===== config.mk =====
export PLATFORM = sky130hd
export DESIGN_NAME = seg7_counter_n_flat
export DESIGN_NICKNAME = d
export VERILOG_FILES = /design/src/rtl/seg7_counter_n_if.sv /design/src/rtl/seg7_counter_n.sv /design/src/flat_wrapper.sv
export SDC_FILE = /design/constraint.sdc
export NUM_CORES = 1
export LEC_CHECK = 0
export BUFFER_PORTS_ARGS = -buffer_cell sky130_fd_sc_hd__buf_4
export CAP_MARGIN = 20
export CORE_ASPECT_RATIO = 1.2
export CORE_UTILIZATION = 30
export DETAILED_ROUTE_END_ITERATION = 12
export PLACE_DENSITY = 0.59
export SLEW_MARGIN = 30
export SYNTH_ARGS = -nofsm -noshare
export SYNTH_HDL_FRONTEND = slang
export SYNTH_SLANG_ARGS = --single-unit

===== constraint.sdc =====
create_clock -name clk -period 6.5 [get_ports clk]
set_input_delay 0.975 -clock clk [delete_from_list [all_inputs] [get_ports clk]]
set_output_delay 0.975 -clock clk [all_outputs]
set_load 0.01 [all_outputs]

===== src/rtl/seg7_counter_n_if.sv =====
// Control and display bundle for seg7_counter_n. The master drives en, up_dn, load and load_val.
// The slave (the counter) drives bcd, seg and wrap.
interface seg7_counter_n_if #(
    parameter int NUM_DIGITS = 3
);
    logic                    en;
    logic                    up_dn;
    logic                    load;
    logic [4*NUM_DIGITS-1:0] load_val;
    logic [4*NUM_DIGITS-1:0] bcd;
    logic [8*NUM_DIGITS-1:0] seg;
    logic                    wrap;

    modport master (
        output en, up_dn, load, load_val,
        input  bcd, seg, wrap
    );

    modport slave (
        input  en, up_dn, load, load_val,
        output bcd, seg, wrap
    );
endinterface


===== src/rtl/seg7_counter_n.sv =====
// N-digit up/down BCD counter with a tick prescaler and 7-segment drive. bcd, seg and wrap are registered and
// change together one edge after a tick or load; there is no backpressure. SEG7_BLANK_LEADING_ZERO_EN blanks leading zeros.
module seg7_counter_n #(
    parameter int NUM_DIGITS     = 3,
    parameter int CLK_DIV        = 1,
    parameter bit SEG_ACTIVE_LOW = 1'b0
) (
    input  logic              clk,
    input  logic              rst,
    seg7_counter_n_if.slave   bus
);
    localparam int BW = 4 * NUM_DIGITS;
    localparam int SW = 8 * NUM_DIGITS;
    localparam int PW = (CLK_DIV > 1) ? $clog2(CLK_DIV) : 1;
    localparam logic [PW-1:0] PRESC_LAST = PW'(CLK_DIV - 1);

    logic [PW-1:0] presc_q, presc_d;
    logic [BW-1:0] bcd_q, bcd_d;
    logic [SW-1:0] seg_q;
    logic          wrap_q, wrap_d;
    logic          tick;
    logic          carry;
    logic [3:0]    dig;

    function automatic logic [7:0] decode_digit(input logic [3:0] d);
        logic [7:0] p;
        case (d)
            4'd0:    p = 8'h3F;
            4'd1:    p = 8'h06;
            4'd2:    p = 8'h5B;
            4'd3:    p = 8'h4F;
            4'd4:    p = 8'h66;
            4'd5:    p = 8'h6D;
            4'd6:    p = 8'h7D;
            4'd7:    p = 8'h07;
            4'd8:    p = 8'h7F;
            4'd9:    p = 8'h6F;
            default: p = 8'h00;
        endcase
        return p;
    endfunction

    function automatic logic [SW-1:0] encode(input logic [BW-1:0] v);
        logic [SW-1:0] enc;
        logic [7:0]    pat;
        logic [3:0]    d;
`ifdef SEG7_BLANK_LEADING_ZERO_EN
        logic          higher_zero;
        higher_zero = 1'b1;
`endif
        enc = '0;
        for (int i = NUM_DIGITS - 1; i >= 0; i--) begin
            d   = v[4*i +: 4];
            pat = decode_digit(d);
`ifdef SEG7_BLANK_LEADING_ZERO_EN
            // Digit 0 always shows, so a zero count still reads as "0".
            if ((i > 0) && higher_zero && (d == 4'd0)) begin
                pat = 8'h00;
            end
            higher_zero = higher_zero & (d == 4'd0);
`endif
            enc[8*i +: 8] = SEG_ACTIVE_LOW ? ~pat : pat;
        end
        return enc;
    endfunction

    assign tick = bus.en && (presc_q == PRESC_LAST);

    always_comb begin
        presc_d = presc_q;
        bcd_d   = bcd_q;
        wrap_d  = 1'b0;
        carry   = 1'b1;
        dig     = 4'd0;
        if (bus.load) begin
            presc_d = '0;
            for (int i = 0; i < NUM_DIGITS; i++) begin
                dig = bus.load_val[4*i +: 4];
                bcd_d[4*i +: 4] = (dig > 4'd9) ? 4'd0 : dig;
            end
        end else if (tick) begin
            presc_d = '0;
            // carry doubles as borrow; whatever leaves the top digit is the wrap.
            for (int i = 0; i < NUM_DIGITS; i++) begin
                dig = bcd_q[4*i +: 4];
                if (carry) begin
                    if (bus.up_dn) begin
                        if (dig == 4'd9) begin
                            dig = 4'd0;
                        end else begin
                            dig   = dig + 4'd1;
                            carry = 1'b0;
                        end
                    end else begin
                        if (dig == 4'd0) begin
                            dig = 4'd9;
                        end else begin
                            dig   = dig - 4'd1;
                            carry = 1'b0;
                        end
                    end
                end
                bcd_d[4*i +: 4] = dig;
            end
            wrap_d = carry;
        end else if (bus.en) begin
            presc_d = presc_q + 1'b1;
        end
    end

    always_ff @(posedge clk) begin
        if (rst) begin
            presc_q <= '0;
            bcd_q   <= '0;
            wrap_q  <= 1'b0;
            seg_q   <= encode({BW{1'b0}});
        end else begin
            presc_q <= presc_d;
            bcd_q   <= bcd_d;
            wrap_q  <= wrap_d;
            seg_q   <= encode(bcd_d);
        end
    end

    assign bus.bcd  = bcd_q;
    assign bus.seg  = seg_q;
    assign bus.wrap = wrap_q;
endmodule


===== src/flat_wrapper.sv =====
// flat-port wrapper written by rule: the top's interface ports become plain ports
module seg7_counter_n_flat 
#(
    parameter int NUM_DIGITS     = 3,
    parameter int CLK_DIV        = 1,
    parameter bit SEG_ACTIVE_LOW = 1'b0
)
  (clk, rst, bus_en, bus_up_dn, bus_load, bus_load_val, bus_bcd, bus_seg, bus_wrap);
  seg7_counter_n_if #(.NUM_DIGITS(NUM_DIGITS)) bus_i ();
  input  logic clk;
  input  logic rst;
  input wire logic [$bits(bus_i.en)-1:0] bus_en;
  input wire logic [$bits(bus_i.up_dn)-1:0] bus_up_dn;
  input wire logic [$bits(bus_i.load)-1:0] bus_load;
  input wire logic [$bits(bus_i.load_val)-1:0] bus_load_val;
  output wire logic [$bits(bus_i.bcd)-1:0] bus_bcd;
  output wire logic [$bits(bus_i.seg)-1:0] bus_seg;
  output wire logic [$bits(bus_i.wrap)-1:0] bus_wrap;
  assign bus_i.en = bus_en;
  assign bus_i.up_dn = bus_up_dn;
  assign bus_i.load = bus_load;
  assign bus_i.load_val = bus_load_val;
  assign bus_bcd = bus_i.bcd;
  assign bus_seg = bus_i.seg;
  assign bus_wrap = bus_i.wrap;
  seg7_counter_n #(.NUM_DIGITS(NUM_DIGITS), .CLK_DIV(CLK_DIV), .SEG_ACTIVE_LOW(SEG_ACTIVE_LOW)) u_core (.clk(clk), .rst(rst), .bus(bus_i));
endmodule

==> run summary <==
54 I/O pins were placed. The total count of hold-check failures in the final report was 0; the post-place instance area was 0.00284 mm2. Setup violations remaining at the end of the flow were counted as 0. For the pin with the worst max-slew slack, the measured transition is 818 ps.

Sorting the synthesized cells by area gives the leading types as sky130_fd_sc_hd__dfxtp_1, sky130_fd_sc_hd__ha_1, sky130_fd_sc_hd__mux2i_1, sky130_fd_sc_hd__nor2_1, sky130_fd_sc_hd__o21ai_0. Entering global routing, the biggest net connects 32 pins. Counting instances in the post-synthesis netlist gives the leading cell types as sky130_fd_sc_hd__dfxtp_1, sky130_fd_sc_hd__nor2_1, sky130_fd_sc_hd__o21ai_0. The count of cells in the finished layout, fillers not included, comes to 417.

Count of input and output buffers: 50. The die extent in x came out at 85.0 um. Yosys instantiated no cell more often than sky130_fd_sc_hd__dfxtp_1.

The logs give 0 for the max-slew violation count and 4.94 ps for the clock skew. sky130_fd_sc_hd__dfxtp_1 takes more of the synthesized area than any other cell. The tools report the remaining antenna violation count after routing as 0. Summed over all cells, the static leakage comes to 1.25 nW. The post-route worst setup slack came out at 3240 ps. The worst setup path is captured at a flop. The tools report the initial antenna violation count as 0.

The initial utilization of the core area, before any placement, comes to 31.6%. Yosys printed 0 warnings. The overall via count from detail_route is 2,169. The area added between synthesis and finish was 18.4%; the placement-stage worst setup slack was 2940 ps. The routed design could run at a clock period as short as 3260 ps. The number of storage elements in the synthesis netlist came out at 35.

For the detailed-routing iteration count for the pre-antenna-repair pass, the log shows 6. In this run the most used layer during global routing was met2. The peak fanout along the critical path was 31; the placeable core region was 0.00784 mm2. H-tree level count: 2. The mean area per synthesized cell is 8.52 um2. Of all flip-flops after synthesis, the portion carrying an async set or reset was 0%. Global routing used 13.8% of the available tracks.

For the via count of the first global-routing pass, the log shows 2,064. Summed over all nets, the half-perimeter wirelength after detailed placement is 4020 um. The number of cells traversed by the worst register-to-register path is 9, and the worst endpoint required time is 6680 ps.

The top cell type's share of synthesized area is 28.3%. In this run the tightest slew margin relative to its limit is 44.9%. The met3 global-route usage came out at 2.28%. The master cell of the clock root buffer was sky130_fd_sc_hd__clkbuf_8. Once placement completed, the tool counted placed cells totaling 409. The total clock buffers created by CTS is 5, and the post-route cell area is 0.00293 mm2. The worst hold-check slack came out at 543 ps. Static timing analysis puts the maximum clock frequency at 0.307 GHz. STA classifies the critical path startpoint as an input pin.

The netlist uses 69 different library cells. The overall overflow remaining after global route was 0. In this run the cell area of the synthesized design comes to 0.00248 mm2. The number of post-CTS setup repair buffers is 0. For this run, the leading register cell type out of synthesis is sky130_fd_sc_hd__dfxtp_1.

The tool flagged a number of max-cap violations equal to 0. The run finished with clean final reports. The design draws 0.587 mW. Counting every instance in the synthesized netlist gives 291. Dividing the detail-routed wire length by the instance count gives 13.9 um.

The clock transition time at the flip-flop clock pins of the worst setup and hold paths is 70 ps, and the placer congestion estimate is 0.787. The number of enable-type register cells in the synthesized netlist came out at 0. The die is 102 um tall.

The worst hold path stage count works out to 1. Setup repair after global routing left no endpoint under its margin. The count of standard-cell rows was 35; the met2 capacity usage during global routing was 23.0%. The tree built by TritonCTS fans out to 35 sinks. Summed over all layers, the routed wires come to 5800 um. The remaining routing DRC violations came out at 0.

The clock latency reported for the late side of the worst-skew pair was 290 ps; the post-route core utilization was 37.4%. The setup path with the least slack is of type input pin to flop. The number of diodes came out at 0.

Sequential cells were found to cover 28.3% of the synthesized design area. Period utilization: 50.1%. Class of the tightest hold or removal check: flop to flop. The clock passes through at most 2 buffers. The tools report the fill cell total of the finished layout as 816. The detailed-route vias per instance was 5.20; the sum of negative setup slack was 0 ps. The tools report the maximum ir drop on the vdd rail as 0.0849 mV. Hold repair after CTS inserted 0 buffers.

After clock tree synthesis, the repair step resized 0 gates. The full die area was 0.00863 mm2; the ratio of total power to cell area was 200 mW/mm2. The number of DRC violations after detailed-routing iteration 0 came out at 75. The ratio of cells with drive above 1 in the final layout is 22.8%, and the global-route wire length before repair is 9800 um. For this run, global-route usage on met1 was measured as 18.0%. The final net count is 357. Signal arrival time at the worst endpoint: 3430 ps. TritonCTS built the clock tree.
critical path: stages:
cell,delay [ps]
sky130_fd_sc_hd__buf_4,210
sky130_fd_sc_hd__nor3_2,360
sky130_fd_sc_hd__o21ai_2,180
sky130_fd_sc_hd__xnor2_1,160
sky130_fd_sc_hd__o21ai_0,660
sky130_fd_sc_hd__inv_1,120
sky130_fd_sc_hd__ha_1,320
sky130_fd_sc_hd__inv_1,70
sky130_fd_sc_hd__mux2i_1,60
sky130_fd_sc_hd__a221o_1,300
registers in the layout, summed over array words and instances, names as in the netlist:
name,cells
u_core.bus.wrap,1
u_core.bus.seg,21
u_core.presc_q,1
u_core.bus.bcd,12
area by class of cell:
type	instances	area, um2	area share [%]
clock inverter	1	8.76	0.299
timing repair buffer	50	375	12.8
multi-input combinational	214	1580	53.9
tap	92	115	3.92
inverter	18	67.6	2.30
sequential	35	701	23.9
clock buffer	7	86.3	2.94
report_power, final:
group	switching, mW	total, mW	internal, mW
clock	0.0828	0.170	0.0869
combinational	0.0863	0.166	0.0796
sequential	0.0183	0.251	0.233
total	0.187	0.587	0.399
final timing paths:
path                           from                  to  slack (ps)
hold / removal       u_core.presc_q      u_core.presc_q         540
hold reg to reg      u_core.presc_q      u_core.presc_q         540
setup / recovery          bus_up_dn  u_core.bus.seg[11]        3240
setup reg to reg  u_core.bus.bcd[0]  u_core.bus.seg[11]        3610
cells in the final DEF, fill, tap and decap left out, types with 2 or more instances in the layout:
cell type	instances
sky130_fd_sc_hd__o211ai_1	8
sky130_fd_sc_hd__mux2i_1	10
sky130_fd_sc_hd__a31oi_1	2
sky130_fd_sc_hd__clkbuf_8	6
sky130_fd_sc_hd__a2111oi_0	2
sky130_fd_sc_hd__a2bb2oi_1	2
sky130_fd_sc_hd__a21boi_0	3
sky130_fd_sc_hd__nand2_1	11
sky130_fd_sc_hd__conb_1	3
sky130_fd_sc_hd__o21a_1	2
sky130_fd_sc_hd__nand2b_1	6
sky130_fd_sc_hd__nand3_1	6
sky130_fd_sc_hd__a21oi_1	10
sky130_fd_sc_hd__nor3_1	6
sky130_fd_sc_hd__mux2_4	2
sky130_fd_sc_hd__nor4b_1	2
sky130_fd_sc_hd__buf_4	50
sky130_fd_sc_hd__nor4_1	2
sky130_fd_sc_hd__inv_1	16
sky130_fd_sc_hd__dfxtp_1	35
sky130_fd_sc_hd__mux2_2	2
sky130_fd_sc_hd__o31a_1	2
sky130_fd_sc_hd__o21ai_0	17
sky130_fd_sc_hd__o21ai_1	3
sky130_fd_sc_hd__ha_1	16
sky130_fd_sc_hd__a221o_1	8
sky130_fd_sc_hd__nor2b_1	8
sky130_fd_sc_hd__a22oi_1	4
sky130_fd_sc_hd__and3_1	7
sky130_fd_sc_hd__and3b_1	2
sky130_fd_sc_hd__xnor2_1	8
sky130_fd_sc_hd__nor3b_1	3
sky130_fd_sc_hd__mux2_1	2
sky130_fd_sc_hd__nor2_1	25
sky130_fd_sc_hd__o21ai_2	2
per-layer routing:
layer	part of all wire [%]	wire [um]
met1	47	2750
met2	47	2720
met3	3.9	226
met4	1.8	103
met5	0	0
kinds of logic after synthesis:
logic type	count (synthesis)	synth area share [%]
and+or+nand+nor	88	19.6
xor gates and xnor gates	9	3.18
AOI/OAI and AO/OA	82	25.3
buffers and inverters	44	8.28
other	1	0.151
DFF	35	28.3
muxes	16	7.07
adders and majority gates	16	8.08
(Power assumes the default switching activity.)
